[config.mk]
export PLATFORM = sky130hd
export DESIGN_NAME = fifo_ctrl
export DESIGN_NICKNAME = d
export VERILOG_FILES = /design/src/rtl/fifo_pkg.sv /design/src/rtl/fifo_mem.sv /design/src/rtl/fifo_ctrl.sv
export SDC_FILE = /design/constraint.sdc
export NUM_CORES = 1
export LEC_CHECK = 0
export ABC_AREA = 1
export CAP_MARGIN = 10
export CORE_MARGIN = 1.5
export CORE_UTILIZATION = 40
export DETAILED_ROUTE_END_ITERATION = 16
export SLEW_MARGIN = 10
export SYNTH_ARGS = -nofsm -noshare
export SYNTH_HDL_FRONTEND = slang
export SYNTH_SLANG_ARGS = --single-unit
[constraint.sdc]
create_clock -name clk -period 3.6 [get_ports clk]
set_input_delay 0.72 -clock clk [delete_from_list [all_inputs] [get_ports clk]]
set_output_delay 0.72 -clock clk [all_outputs]
set_load 0.01 [all_outputs]
[src/rtl/fifo_pkg.sv]
`default_nettype none
// ----------------------------------------------------------------------------
// fifo_pkg: shared defaults and occupancy-width helper for the FIFO slice
// Revision: 1.0
// ----------------------------------------------------------------------------
package fifo_pkg;

  localparam int DATA_W_DEF = 8;
  localparam int DEPTH_DEF  = 16;

  // Occupancy spans 0..DEPTH inclusive, hence one bit more than the pointers.
  function automatic int count_w(input int depth);
    return $clog2(depth) + 1;
  endfunction

  localparam int COUNT_W_DEF = count_w(DEPTH_DEF);

  typedef logic [COUNT_W_DEF-1:0] count_t;

endpackage : fifo_pkg
`default_nettype wire

[src/rtl/fifo_mem.sv]
`default_nettype none
// ----------------------------------------------------------------------------
// fifo_mem: dual-port register array, one write port, one registered read port
// Revision: 1.0
// ----------------------------------------------------------------------------
module fifo_mem
  import fifo_pkg::*;
#(
  parameter int DATA_W = DATA_W_DEF,
  parameter int DEPTH  = DEPTH_DEF,
  localparam int ADDR_W = $clog2(DEPTH)
) (
  input  logic              clk,
  input  logic              rst_n,
  input  logic              we,
  input  logic [ADDR_W-1:0] waddr,
  input  logic [DATA_W-1:0] wdata,
  input  logic              re,
  input  logic [ADDR_W-1:0] raddr,
  output logic [DATA_W-1:0] rdata
);

  logic [DATA_W-1:0] mem_q [DEPTH];
  logic [DATA_W-1:0] rdata_d;
  logic [DATA_W-1:0] rdata_q;

  // Storage is deliberately left unreset.
  always_ff @(posedge clk) begin
    if (we) begin
      mem_q[waddr] <= wdata;
    end
  end

  always_comb begin
    rdata_d = rdata_q;
    if (re) begin
      rdata_d = mem_q[raddr];
    end
  end

  always_ff @(posedge clk or negedge rst_n) begin
    if (!rst_n) begin
      rdata_q <= '0;
    end else begin
      rdata_q <= rdata_d;
    end
  end

  assign rdata = rdata_q;

endmodule : fifo_mem
`default_nettype wire

[src/rtl/fifo_ctrl.sv]
`default_nettype none
// ----------------------------------------------------------------------------
// fifo_ctrl: single-clock FIFO with pointers, occupancy and sticky flags
// Revision: 1.0
// ----------------------------------------------------------------------------
module fifo_ctrl
  import fifo_pkg::*;
#(
  parameter int DATA_W = DATA_W_DEF,
  parameter int DEPTH  = DEPTH_DEF,
  localparam int ADDR_W = $clog2(DEPTH)
) (
  input  logic              clk,
  input  logic              rst_n,
  input  logic              wr_n,
  input  logic              rd_n,
  input  logic [DATA_W-1:0] din,
  output logic [DATA_W-1:0] dout,
  output logic              full,
  output logic              empty,
  output logic [ADDR_W:0]   count,
  output logic              over_flow,
  output logic              under_flow
);

  localparam int CNT_W = count_w(DEPTH);

  logic              wr_req;
  logic              rd_req;
  logic              wr_acc;
  logic              rd_acc;
  logic [ADDR_W-1:0] wr_ptr_d, wr_ptr_q;
  logic [ADDR_W-1:0] rd_ptr_d, rd_ptr_q;
  logic [CNT_W-1:0]  count_d, count_q;
  logic              over_flow_d, over_flow_q;
  logic              under_flow_d, under_flow_q;

  assign wr_req = !wr_n;
  assign rd_req = !rd_n;
  assign full   = (count_q == CNT_W'(DEPTH));
  assign empty  = (count_q == '0);

  // A write into a full FIFO is still legal when a read frees the slot on the same edge.
  assign wr_acc = wr_req && (!full || rd_req);
  assign rd_acc = rd_req && !empty;

  always_comb begin
    wr_ptr_d     = wr_ptr_q;
    rd_ptr_d     = rd_ptr_q;
    count_d      = count_q;
    over_flow_d  = over_flow_q;
    under_flow_d = under_flow_q;

    if (wr_acc) begin
      wr_ptr_d = wr_ptr_q + ADDR_W'(1);
    end
    if (rd_acc) begin
      rd_ptr_d = rd_ptr_q + ADDR_W'(1);
    end

    case ({wr_acc, rd_acc})
      2'b10:   count_d = count_q + CNT_W'(1);
      2'b01:   count_d = count_q - CNT_W'(1);
      default: count_d = count_q;
    endcase

    // Set takes priority over clear for both sticky flags.
    if (wr_req && full && !rd_req) begin
      over_flow_d = 1'b1;
    end else if (rd_acc) begin
      over_flow_d = 1'b0;
    end

    if (rd_req && empty && !wr_req) begin
      under_flow_d = 1'b1;
    end else if (wr_acc) begin
      under_flow_d = 1'b0;
    end
  end

  always_ff @(posedge clk or negedge rst_n) begin
    if (!rst_n) begin
      wr_ptr_q     <= '0;
      rd_ptr_q     <= '0;
      count_q      <= '0;
      over_flow_q  <= 1'b0;
      under_flow_q <= 1'b0;
    end else begin
      wr_ptr_q     <= wr_ptr_d;
      rd_ptr_q     <= rd_ptr_d;
      count_q      <= count_d;
      over_flow_q  <= over_flow_d;
      under_flow_q <= under_flow_d;
    end
  end

  fifo_mem #(
    .DATA_W (DATA_W),
    .DEPTH  (DEPTH)
  ) u_mem (
    .clk   (clk),
    .rst_n (rst_n),
    .we    (wr_acc),
    .waddr (wr_ptr_q),
    .wdata (din),
    .re    (rd_acc),
    .raddr (rd_ptr_q),
    .rdata (dout)
  );

  assign count      = count_q;
  assign over_flow  = over_flow_q;
  assign under_flow = under_flow_q;

endmodule : fifo_ctrl
`default_nettype wire

Word level (Yosys, flattened, before mapping)
Memories as Yosys holds them, arrays and structs flattened. A register that Yosys moved wholly into a read port is not among the register bits.
Index checks and enable logic that the tools add are counted.
W data, S select, Z words.
- $add $sub $neg: 4
- equal/unequal tests: 3
- muxes and demuxes: 7
- reduce and logical (&&, ||, !) cells: 16
- operators by type and width (kind ; count):
    $pmux W5 S2 ; 1
    $add A4 B1 Y4 const B ; 2
    $logic_and A1 B1 Y1 ; 6
    $mux W1 ; 6
    $reduce_bool A2 Y1 ; 3
    $add A5 B1 Y5 const B ; 1
    $eq A5 B5 Y1 const B ; 1
    $logic_not A1 Y1 ; 5
    $logic_not A5 Y1 ; 1
    $sub A5 B1 Y5 const B ; 1
    $eq A2 B1 Y1 const B ; 1
    $eq A2 B2 Y1 const B ; 1
    $logic_or A1 B1 Y1 ; 1
- register bits after elaboration: 15
- bits in writable memories: 128
- bits of input ports: 12
- word-level logic and storage cells: 36
- memories: 1
- memories (name ; words ; bits a word ; rd ports ; clocked after Yosys merged registers in ; wr ports ; RTL line ; source):
    u_mem.mem_q ; 16 ; 8 ; 1 ; 1 ; 1 ; fifo_mem.sv:23 ; logic [DATA_W-1:0] mem_q [DEPTH];

Longest topological paths before layout
- depth after elaboration: 6
- mapped depth: 17
- depth with buffers taken out: 16

By module
A second synthesis with hierarchy kept.
- cell total of the unflattened synthesis: 590
- area, all modules: 6508.7 um^2
- modules (own cells, without submodules) (module ; instances ; cells an instance ; area an instance (um^2) ; seq. area each (um^2)):
    fifo_mem ; 1 ; 483 ; 5635.4 ; 4043.9
    fifo_ctrl ; 1 ; 107 ; 873.3 ; 375.4

Worst setup path before layout
OpenSTA, ideal clock, no wires.
- path kind: register -> register
- from: register count_q[1], in the netlist count[1]
- to: register count_q[4], in the netlist count[4]
- library setup time: 117 ps
- data arrival time: 2215 ps
- required time: 3483 ps
- path slack: 1268 ps
- cell stages (with the launch flop): 18
- path buffers: 1
- period minus slack after synthesis: 2332 ps
- path through: dfrtp_1 nor2_1 nand2_1 nor2_2 inv_1 nand2_1 inv_1 buf_6 ha_1 xor2_1 ha_1 inv_1 nand2_1 nand3_1 nand2_1 xor2_1 nand2_1 nand2_1
- RTL lines (what ; RTL line ; source):
    start, declared ; fifo_ctrl.sv:34 ; logic [CNT_W-1:0] count_d, count_q;
    start signal, assigned ; fifo_ctrl.sv:91 ; count_q <= count_d;
    $logic_not A5 Y1 * ; fifo_ctrl.sv:41 ; assign empty = (count_q == '0);
    net empty ; fifo_ctrl.sv:20 ; output logic empty,
    $logic_not A1 Y1 * ; fifo_ctrl.sv:45 ; assign rd_acc = rd_req && !empty;
    $logic_and A1 B1 Y1 * ; fifo_ctrl.sv:45 ;
    net rd_acc ; fifo_ctrl.sv:31 ; logic rd_acc;
    $eq A2 B1 Y1 or $eq A2 B2 Y1 (tied branches) ; fifo_ctrl.sv:61 ; case ({wr_acc, rd_acc})
    $pmux W5 S2 or $reduce_bool A2 Y1 (tied branches) ; -- ;
The timed path passes the listed nets; every way through them passes the cells marked *.
A chain may end at the register's enable or synchronous reset.

Final worst setup path
- from: input port rd_n
- to: register count_q[4], in the netlist count[4]
- word-level cells in the longest chain between the ends: 5
- ends and longest elaborated chain (what ; RTL line ; source):
    start, declared ; fifo_ctrl.sv:16 ; input logic rd_n,
    $logic_not A1 Y1 * ; fifo_ctrl.sv:39 ; assign rd_req = !rd_n;
    $logic_or A1 B1 Y1 ; fifo_ctrl.sv:44 ; assign wr_acc = wr_req && (!full || rd_req);
    $logic_and A1 B1 Y1 ; fifo_ctrl.sv:44 ;
    $eq A2 B1 Y1 or $eq A2 B2 Y1 (tied branches) ; fifo_ctrl.sv:61 ;
    $pmux W5 S2 or $reduce_bool A2 Y1 (tied branches) ; -- ;
Mark *: on every way between the ends. The rest lies on a longest branch, timed or not.

==> out/summary.txt <==
max-slew violations: 0
Filler cells: 1,535
routed len/inst: 16.1 um
count of cell types in the netlist: 26
pin count of the biggest net entering global routing: 67
Lkg Pwr: 0.00337 uW
CP endpoint kind: flop
sequential area share after synthesis: 65.1%
DR iter-0 viols: 300
WP data required: 3.97 ns
final worst path period share: 72.8%
postcts setup bufs: 0
CTS root buf: clkbuf_16
GRT Resource Usage Total: 17.9%
Synth area leaders: edfxtp_1 (57%), nand2_1 (13%), dfrtp_1 (8.5%)
Crit Path Class: input port to flop
Skew-Pair Late Insertion Delay: 0.43 ns
Pwr Density: 780 nW/um^2
crit path cell chain: clkdlybuf4s50_1 > a21oi_4 > inv_1 > ha_1 > xor2_1 > ha_1 > inv_1 > nand2_1 > nand3_1 > nand2_1 > xor2_1 > nand2_1 > nand2_1
Storage cell area: 4420 sq um
worst-path fanout max: 10
Hold Crit Class: flop to flop
clock buffer depth: 2
cell family with most CP delay: buffers and inverters
Pwr Total: 6040 uW
clk slew on worst S/H paths: 0.06 ns
Cell Int Power: 3840 uW
DRT antenna net count: 0
post-CTS sizing: 0
Seq pwr share: 38.9%
Comb power frac: 33.0%
Nets: 720
# hold bufs at CTS: 0
Hold Fails Final Rpt: 0
max-cap check violation count: 0
Slew HR: 24.4%
footprint of the multi-input gates: 1730 sq um
endpoints failing setup: 0
DR pass1 iterations: 5
slowest stage delay, CP: 0.50 ns
Avg Vias per Cell: 4.86
Final TNS setup: 0 ns
Syn Nets: 696
H-tree levels: 4
Num CTS Buffers: 17
routability cong.: 0.846
switching share of power: 36.4%
area leader, netlist: edfxtp_1
placeable core region: 16,600 sq um
Buf/Inv on CP: 3
Synth top area share: 56.6%
vias: 4,526
Critical Path AT: 2.99 ns
RSZ-0062 raised after global routing: false
Worst setup SP type: input port
clock share of power: 28.1%
Yosys warning count: 0
Clock Skew: 0.00846 ns
CP max-delay cell: clkdlybuf4s50_1
antenna cell count: 0
fin crit period: 2.62 ns
most frequent cells in the layout: nand2_1 (226), edfxtp_1 (128), inv_1 (114)
area grow syn2layout: 14.1%
# clock sinks: 151
Max Clock Freq: 381 MHz
DRC Markers: 0
most common cell after layout, fill and taps aside: nand2_1
Synth Instances: 675
Reg2Reg Setup Slack: 1.09 ns
global-route wire length before repair: 23.7 mm
die height: 133 um
PortBufs: 28
Sw Pwr: 2200 uW
dpl hpwl: 9.49 mm
critical path's most frequent cell: nand2_1
initial antenna violation count: 0
starting density of the core: 40.9%
slew at the pin with the worst max-slew slack: 1.13 ns
ratio of cells with drive above 1 in the final layout: 5.48%
fin area: 7740 sq um
total routed wirelength: 15.0 mm
GRT overflow: 0
I/O Pins: 29
CTS tree: built
hold slack: 0.475 ns
status: completed
worst vdd ir: 0.420 mV
area of the mapped netlist: 6790 sq um
full die area: 17,800 sq um
syn avg cell area: 10.1 sq um
vias in the first global route: 4,412
Rows: 47
flip-flop and latch count after synthesis: 151
die width: 133 um
dpl cell area: 7180 sq um
## layout make-up
type                       instances  area share [%]
tap                              220            3.56
clock buffer                      19            5.59
sequential                       151            57.1
inverter                         117            5.67
clock inverter                    13            1.70
multi-input combinational        380            22.4
timing repair buffer              32            4.01
## power groups by stage
stage          clock network (uW)  logic, uW  registers (uW)
5_1_grt                      1800       2240            2370
4_1_cts                      1720       1990            2350
3_3_place_gp                    0       1940            2370
3_5_place_dp                    0       1980            2380
2_1_floorplan                   0       1450            2340
6_report                     1700       1990            2350
## registers in the layout, summed over array words and instances (netlist names)
| register | count |
|---|---|
| count | 5 |
| over_flow | 1 |
| under_flow | 1 |
| u_mem.rdata | 8 |
| rd_ptr_q | 4 |
| wr_ptr_q | 4 |
| u_mem.mem_q | 128 |
## synth_stat cells, drive strengths merged
library cell,instances
edfxtp,128
a21oi,2
dfrtp,23
clkinv,2
buf,25
nand3,103
o21bai,1
o31ai,1
clkbuf,2
xor2,9
ha,9
inv,115
nor2,20
nand2,227
xnor2,1
o21ai,6
a21boi,1
## final timing paths
check / start / endpoint / cells after the start
min: u_mem.rdata[5]$_DFFE_PN0P_ / u_mem.rdata[5]$_DFFE_PN0P_ / 2
min in group asynchronous: rst_n / count[3]$_DFFE_PN0P_ / 1
max in group asynchronous: rst_n / rd_ptr_q[0]$_DFFE_PN0P_ / 1
max reg2reg: count[1]$_DFFE_PN0P_ / count[4]$_DFFE_PN0P_ / 15
min reg2reg: u_mem.rdata[5]$_DFFE_PN0P_ / u_mem.rdata[5]$_DFFE_PN0P_ / 2
max: rd_n / count[4]$_DFFE_PN0P_ / 13
## stage by stage
step	setup WS, ns	std cells	utilization [%]
after global placement	0.681	900	43.3
after floorplan	1.27	675	-
after CTS	1.00	932	46.7
after global routing	0.764	932	46.7
final	0.978	932	46.7
after detailed placement	0.568	900	43.3
## tightest hold or removal path: stages (launching register included)
cell,delay [ns]
dfrtp_1,0.34
nand2_1,0.05
nand2_1,0.05
## cells by family after synthesis
logic type	synth area share (%)
compound gates	1.14
buf+inv	9.33
simple gates	21.4
fa+ha+maj	1.66
flops	65.1
xor+xnor	1.29
## layer usage
metal / global-route usage (%) / wire [um] / vias to the layer above
li1: - / - / 2205
met1: 23.3 / 6750 / 2162
met2: 29.4 / 7150 / 134
met3: 5.71 / 939 / 25
met4: 4.47 / 206 / 0
met5: 0 / 0 / -
(Power assumes the default switching activity.)
